## src/rtl/shadow_reg_bank.sv

```systemverilog
// Purpose: N-channel register bank with working and shadow copies; a staged
//   commit copies a masked set of channels into the shadow copy.
// Latency: reads are registered (1 cycle); a commit takes CHANNELS cycles.
// Backpressure: wr_ready drops for the whole commit, so writes stall until the
//   done cycle.
//
// Ports:
//   clk, rst     - clock and synchronous active-high reset
//   wr_valid/wr_ready/wr_chan/wr_data - write request into the working copy
//   commit/commit_mask - start a commit of the masked channels
//   busy/done    - commit in progress / one-cycle end-of-commit pulse
//   rd_chan/rd_shadow/rd_data - registered read of working or shadow copy
//   err          - sticky flag: out-of-range write attempted
module shadow_reg_bank #(
  parameter  int unsigned WIDTH    = 8,
  parameter  int unsigned CHANNELS = 4,
  parameter  int unsigned INVERT   = 0,
  localparam int unsigned CW       = $clog2(CHANNELS)
) (
  input  logic                clk,
  input  logic                rst,
  input  logic                wr_valid,
  output logic                wr_ready,
  input  logic [CW-1:0]       wr_chan,
  input  logic [WIDTH-1:0]    wr_data,
  input  logic                commit,
  input  logic [CHANNELS-1:0] commit_mask,
  output logic                busy,
  output logic                done,
  input  logic [CW-1:0]       rd_chan,
  input  logic                rd_shadow,
  output logic [WIDTH-1:0]    rd_data,
  output logic                err
);

  typedef enum logic {
    IDLE   = 1'b0,
    COMMIT = 1'b1
  } state_t;

  // Channel-count constants carried at CW+1 bits so that channel indices in
  // the unused upper range of a non-power-of-two bank compare correctly.
  localparam logic [CW:0] NUM_CH  = (CW+1)'(CHANNELS);
  localparam logic [CW:0] LAST_CH = (CW+1)'(CHANNELS - 1);

  state_t                state_q, state_d;
  logic [CW-1:0]         idx_q, idx_d;
  logic [CHANNELS-1:0]   mask_q, mask_d;
  logic                  done_q, done_d;
  logic                  err_q, err_d;
  logic [WIDTH-1:0]      rd_data_q, rd_data_d;
  logic [WIDTH-1:0]      working_q [CHANNELS];
  logic [WIDTH-1:0]      working_d [CHANNELS];
  logic [WIDTH-1:0]      shadow_q  [CHANNELS];
  logic [WIDTH-1:0]      shadow_d  [CHANNELS];

  logic                  wr_fire;
  logic                  wr_in_range;
  logic                  rd_in_range;
  logic [WIDTH-1:0]      rd_sel;

  assign wr_ready = (state_q == IDLE);
  assign busy     = (state_q == COMMIT);
  assign done     = done_q;
  assign err      = err_q;
  assign rd_data  = rd_data_q;

  // Next-state, storage update and commit sequencing.
  always_comb begin
    state_d     = state_q;
    idx_d       = idx_q;
    mask_d      = mask_q;
    done_d      = 1'b0;
    err_d       = err_q;
    working_d   = working_q;
    shadow_d    = shadow_q;
    wr_fire     = wr_valid && wr_ready;
    wr_in_range = ({1'b0, wr_chan} < NUM_CH);

    case (state_q)
      IDLE: begin
        // The write lands this edge; copies start next edge, so a commit
        // issued alongside a write sees the new value.
        if (wr_fire) begin
          if (wr_in_range) begin
            for (int i = 0; i < CHANNELS; i++) begin
              if (wr_chan == CW'(i)) begin
                working_d[i] = wr_data;
              end
            end
          end else begin
            err_d = 1'b1;
          end
        end
        // An empty mask would copy nothing, so it does not start a sequence.
        if (commit && (|commit_mask)) begin
          state_d = COMMIT;
          mask_d  = commit_mask;
          idx_d   = '0;
        end
      end

      COMMIT: begin
        for (int i = 0; i < CHANNELS; i++) begin
          if ((idx_q == CW'(i)) && mask_q[i]) begin
            shadow_d[i] = working_q[i];
          end
        end
        if ({1'b0, idx_q} == LAST_CH) begin
          state_d = IDLE;
          idx_d   = '0;
          done_d  = 1'b1;
        end else begin
          idx_d = idx_q + CW'(1);
        end
      end

      default: begin
        state_d = IDLE;
      end
    endcase
  end

  // Read path: sampled from the current (pre-edge) storage, so a read of a
  // channel being written or copied this cycle returns the old value.
  always_comb begin
    rd_sel      = '0;
    rd_in_range = ({1'b0, rd_chan} < NUM_CH);
    for (int i = 0; i < CHANNELS; i++) begin
      if (rd_chan == CW'(i)) begin
        rd_sel = rd_shadow ? shadow_q[i] : working_q[i];
      end
    end
    // Out-of-range reads return a plain zero, never the transformed value.
    if (!rd_in_range) begin
      rd_data_d = '0;
    end else if (INVERT != 0) begin
      rd_data_d = ~rd_sel;
    end else begin
      rd_data_d = rd_sel;
    end
  end

  always_ff @(posedge clk) begin
    if (rst) begin
      state_q   <= IDLE;
      idx_q     <= '0;
      mask_q    <= '0;
      done_q    <= 1'b0;
      err_q     <= 1'b0;
      rd_data_q <= '0;
      for (int i = 0; i < CHANNELS; i++) begin
        working_q[i] <= '0;
        shadow_q[i]  <= '0;
      end
    end else begin
      state_q   <= state_d;
      idx_q     <= idx_d;
      mask_q    <= mask_d;
      done_q    <= done_d;
      err_q     <= err_d;
      rd_data_q <= rd_data_d;
      for (int i = 0; i < CHANNELS; i++) begin
        working_q[i] <= working_d[i];
        shadow_q[i]  <= shadow_d[i];
      end
    end
  end

endmodule

```

## config.mk

```make
export PLATFORM = sky130hd
export DESIGN_NAME = shadow_reg_bank
export DESIGN_NICKNAME = d
export VERILOG_FILES = /design/src/rtl/shadow_reg_bank.sv
export SDC_FILE = /design/constraint.sdc
export NUM_CORES = 1
export LEC_CHECK = 0
export ABC_AREA = 1
export CORE_MARGIN = 2
export CORE_UTILIZATION = 51
export CTS_CLUSTER_DIAMETER = 40
export CTS_CLUSTER_SIZE = 25
export DETAILED_ROUTE_END_ITERATION = 8
export PLACE_DENSITY = 0.75
export RECOVER_POWER = 25
export SLEW_MARGIN = 15
export SYNTH_ARGS = -nofsm -noshare
export SYNTH_HDL_FRONTEND = slang
export SYNTH_SLANG_ARGS = --single-unit
```

## constraint.sdc

```tcl
create_clock -name clk -period 1.2 [get_ports clk]
set_clock_uncertainty 0.1 [all_clocks]
set_input_delay 0.24 -clock clk [delete_from_list [all_inputs] [get_ports clk]]
set_output_delay 0.24 -clock clk [all_outputs]
set_load 0.05 [all_outputs]
```

# [Word level (Yosys, flattened, before mapping)]
# Index checks and enable logic that the tools add are counted.
[totals] regBits=80 latchBits=0 mem_bits_rw=0 mem_bits_ro=0 inputBits=21 n_memories=0
[classes] addsub=1 multipliers=0 div=0 order_cmp=0 eq_ne=10 shift=0 muxes=15 n_bitwise=1 reduce_logical=20
[op_table] op="two-way mux 8 bit" n=8
[op_table] op="equality test 2 bit (second input constant)" n=6
[op_table] op="AND reduction 3 bit" n=4
[op_table] op="AND reduction 2 bit" n=5
[op_table] op="equality test 2 x 1 -> 1 bit (second input constant)" n=3
[op_table] op="logical AND 1 bit" n=6
[op_table] op="zero test 2 bit" n=3
[op_table] op="two-way mux 2 bit" n=2
[op_table] op="one-hot mux 2 bit (2 select lines)" n=1
[op_table] op="OR reduction 4 bit" n=1
[op_table] op="two-way mux 1 bit" n=3
[op_table] op="adder 2 x 1 -> 2 bit (second input constant)" n=1
[op_table] op="inequality test 2 x 1 -> 1 bit (second input constant)" n=1
[op_table] op="one-hot mux 1 bit (2 select lines)" n=1
[op_table] op="OR reduction 2 bit" n=1
[op_table] op="NOT 1 bit" n=1

# [Depth between registers and ports, before layout]
[logic_depth] word_depth=5 ltp_mapped=8 depth_no_buf=7

# [Least setup slack after synthesis]
# No wires, ideal clock.
[synth_path] path_kind="flip-flop to flip-flop" from="register state_q (netlist: busy)" to="register shadow_q[5] (netlist name)" setup_time_ps=117 arrival_ps=1385 required_ps=983 path_slack_ps=-402 path_stages_with_launch=6 path_buffers=2 path_cell_list="dfxtp_1 buf_4 nand3_1 buf_4 o21ai_1 a21oi_1"
[synth_between] elab_chain_len=1
[synth_lines] element="start: declaration" line_no="46" text="state_t state_q, state_d;"
[synth_lines] element="start signal: assignment" line_no="157" text="state_q <= state_d;"
[synth_lines] element="AND reduction 2 bit (no source line)"
[synth_lines] element="end signal: indexed assignment" line_no="165" text="shadow_q[i] <= shadow_d[i];"
[synth_lines] element="end: declaration" line_no="54" text="logic [WIDTH-1:0] shadow_q [CHANNELS];"
# Every way passes these cells.
# A chain may end at the register's enable or synchronous reset.

# [Worst setup path in the final report]
[layout_path] from="register idx_q[1]" to="register shadow_q[9] (netlist name)"
[layout_between] elab_chain_len=3
[layout_lines] element="start: declaration" line_no="47" text="logic [CW-1:0] idx_q, idx_d;"
[layout_lines] element="start signal: assignment" line_no="158" text="idx_q <= idx_d;"
[layout_lines] element="equality test 2 bit" line_no="105" text="if ((idx_q == CW'(i)) && mask_q[i]) begin"
[layout_lines] element="logical AND 1 bit" line_no="105"
[layout_lines] element="AND reduction 2 bit (no source line)"
# Every way passes these cells.

==> results.cfg <==
[cells_and_area]
final_cell_mix = dfxtp_1 (68), nand2_1 (66), nor2_1 (58), inv_1 (40), o21ai_1 (32)
diodes = 0
final_util_pct = 75.4
area_growth_pct = 44.8
drive_above_1_share_pct = 34.3
nFillCells = 433
nets = 565
final_cells = 625
final_common_cell = dfxtp_1

[sta]
drv_slew = 0
fmaxAchievable_mhz = 710
worst_slack_ps = -208
period_needed_ps = 1410
rsz0062_at_grt = yes
tns_ps = -5260
finalHoldViolCount = 0
setup_viol = 65
period_share_pct = 117
holdWs_ps = 298

[drt]
firstDrtPassIters = 5
vias = 3663
dr.first_iter.drc_count = 366
via_per_inst = 5.86
avgRoutedWirePerCell_um = 18.0
drcViolationCount = 0
ant_nets = 0
routed_wl_mm = 11.2

[setup_path]
reg2reg_depth = 5
r2r-start = idx_q[1]$_SDFFE_PP0P_
startpoint_type = flip-flop
crit_required_ps = 1380
cp-end-kind = flip-flop
r2r_slack_ps = -210
crit_arrival_ps = 1590
worst-setup-path-type = reg -> reg
critPathMaxFanout = 8
regToRegEndpoint = shadow_q[9]$_SDFFE_PP0P_

[placement]
dp.final_hpwl_mm = 6.13
gp_congestion = 0.959
place_inst = 589
port_buffers = 31

[logic_synthesis]
yosys_warnings = 0
ys_types = 27
avgSynthCellArea_um2 = 7.37
seq_area_frac_synth_pct = 46.1
synthCells = 472
yosys_register_bits = 80
synth_top_area_share_pct = 46.1
synth_nets = 497
synth_area_um2 = 3480
yosysTopAreaCell = dfxtp_1
yosys-top-cells-area = dfxtp_1 (46%), nand2_1 (7.7%), nor2_1 (7.4%)

[pwr]
power.ir.vdd_worst_mv = 0.998
leakage_nw = 1.96
clockPowerShare_pct = 38.3
power_switching_w = 0.00171
combPwrFrac_pct = 16.8
power_density_nw_per_um2 = 1260
p_sw_share_pct = 26.9
pwr-share-seq_pct = 44.9
p_int_w = 0.00464

[global_routing]
grt-ovfl-total = 0
first_global_vias = 3182
grt_pass1_wl_mm = 15.6
grt_max_degree = 33
grt_usage_pct = 27.2
antenna_found_initial = 0

[clocking]
cts_root_buffer = clkbuf_8
cts_buffers = 9
clkTransAtPathRegs_ps = 80
clk_latency_ps = 350
cts_sinks = 80
h-tree-depth = 3
clock_path_buffers = 2
cts_tree = yes

[worst_hold_path]
hold_depth = 4
min-delay-start = rd_chan[1]
hold_class = in -> reg
min_to = rd_data[6]$_SDFF_PP0_

[status]
status = finished, violations left
violations = negative setup slack

[floorplanning]
die_area_um2 = 7490
io_pins = 33
start_util_pct = 52.0
core_um2 = 6680
die_w_um = 86.6
rows = 30
dieHeight_um = 86.6

[flow_run]
drv_cap = 0
## how the worst max path moves through the flow
| stage | from | to | slack (ps) |
|---|---|---|---|
| CTS | busy$_SDFF_PP0_ | wr_ready | -190 |
| global placement | rd_shadow | rd_data[2]$_SDFF_PP0_ | -530 |
| detailed placement | rd_shadow | rd_data[2]$_SDFF_PP0_ | -530 |
| global route | idx_q[1]$_SDFFE_PP0P_ | shadow_q[9]$_SDFFE_PP0P_ | -230 |
| floorplan | busy$_SDFF_PP0_ | working_q[29]$_SDFFE_PP0P_ | -90 |
| finish | idx_q[1]$_SDFFE_PP0P_ | shadow_q[9]$_SDFFE_PP0P_ | -210 |
## synth_stat cells
cell	number
nor2_8	1
a31oi_1	3
nand3_4	2
nor2_2	2
nand3_2	5
buf_4	3
nand3_1	14
clkbuf_1	4
inv_2	14
buf_2	15
or2_0	1
or2_1	3
a21oi_1	49
o21ai_1	43
conb_1	1
o21ai_0	27
nor2_1	69
buf_6	1
inv_1	41
o211ai_1	12
ha_1	4
and3_1	1
nand2_1	71
nor2_4	1
nand4_1	4
dfxtp_1	80
nand2_2	1
## layer usage
metal / vias up / part of all wire, % / global-route usage [%]
li1: 1700 / - / -
met1: 1714 / 40 / 35.6
met2: 195 / 48 / 45.7
met5: - / 0 / 0
met3: 54 / 7.9 / 4.57
met4: 0 / 4.1 / 8.66
## worst max-delay path, stage by stage, from the launching register on
cell,delay [ps]
dfxtp_2,460
ha_4,210
nand3_4,120
buf_6,180
buf_4,130
a21oi_1,140
## cells by family (layout without fill, tap and decap cells)
family	after synthesis	count (layout)	synth area share, %
other cells	1	1	0.108
simple gates	175	181	22.6
fa+ha+maj	4	4	1.44
compound gates	134	134	20.3
buf+inv	78	145	9.50
flops	80	80	46.1
## power by group through the flow
stage	logic (W)	clock network (W)	registers (W)
final	0.00106	0.00243	0.00285
after global routing	0.00113	0.00257	0.00286
after CTS	0.000885	0.00242	0.00283
after detailed placement	0.000806	0	0.00288
after global placement	0.000794	0	0.00288
after floorplan	0.000410	0	0.00292
## timing repair
action | 4_1_cts | 5_1_grt
cloned | 3 | 3
gates resized for setup | 57 | 94
pin swaps | 17 | 31
endpoints found under the setup margin | 84 | 75
hold buffers | 0 | 0
setup buffers | 6 | 8
## stage by stage
stage	setup WS, ps	total power [W]	area [um^2]
2_1_floorplan	-89.9	0.00333	3520
3_3_place_gp	-526	0.00367	4170
3_5_place_dp	-528	0.00369	4170
4_1_cts	-188	0.00614	4640
5_1_grt	-228	0.00656	5030
6_report	-208	0.00635	5030
## area by class of cell
type / count / area [um^2] / area share [%]
inverters: 55 / 231 / 4.60
clock inverters: 5 / 104 / 2.06
flip-flops and latches: 80 / 1620 / 32.2
repair buffers: 74 / 848 / 16.8
well taps: 80 / 100 / 1.99
multi-input cells: 320 / 1990 / 39.5
clock buffers: 11 / 141 / 2.81
## sequential cells by signal, indices dropped and copies added (netlist names)
| name | cells |
|---|---|
| done | 1 |
| busy | 1 |
| shadow_q | 32 |
| working_q | 32 |
| rd_data | 8 |
| idx_q | 2 |
| mask_q | 4 |
Power figures use the tool's default switching activity.
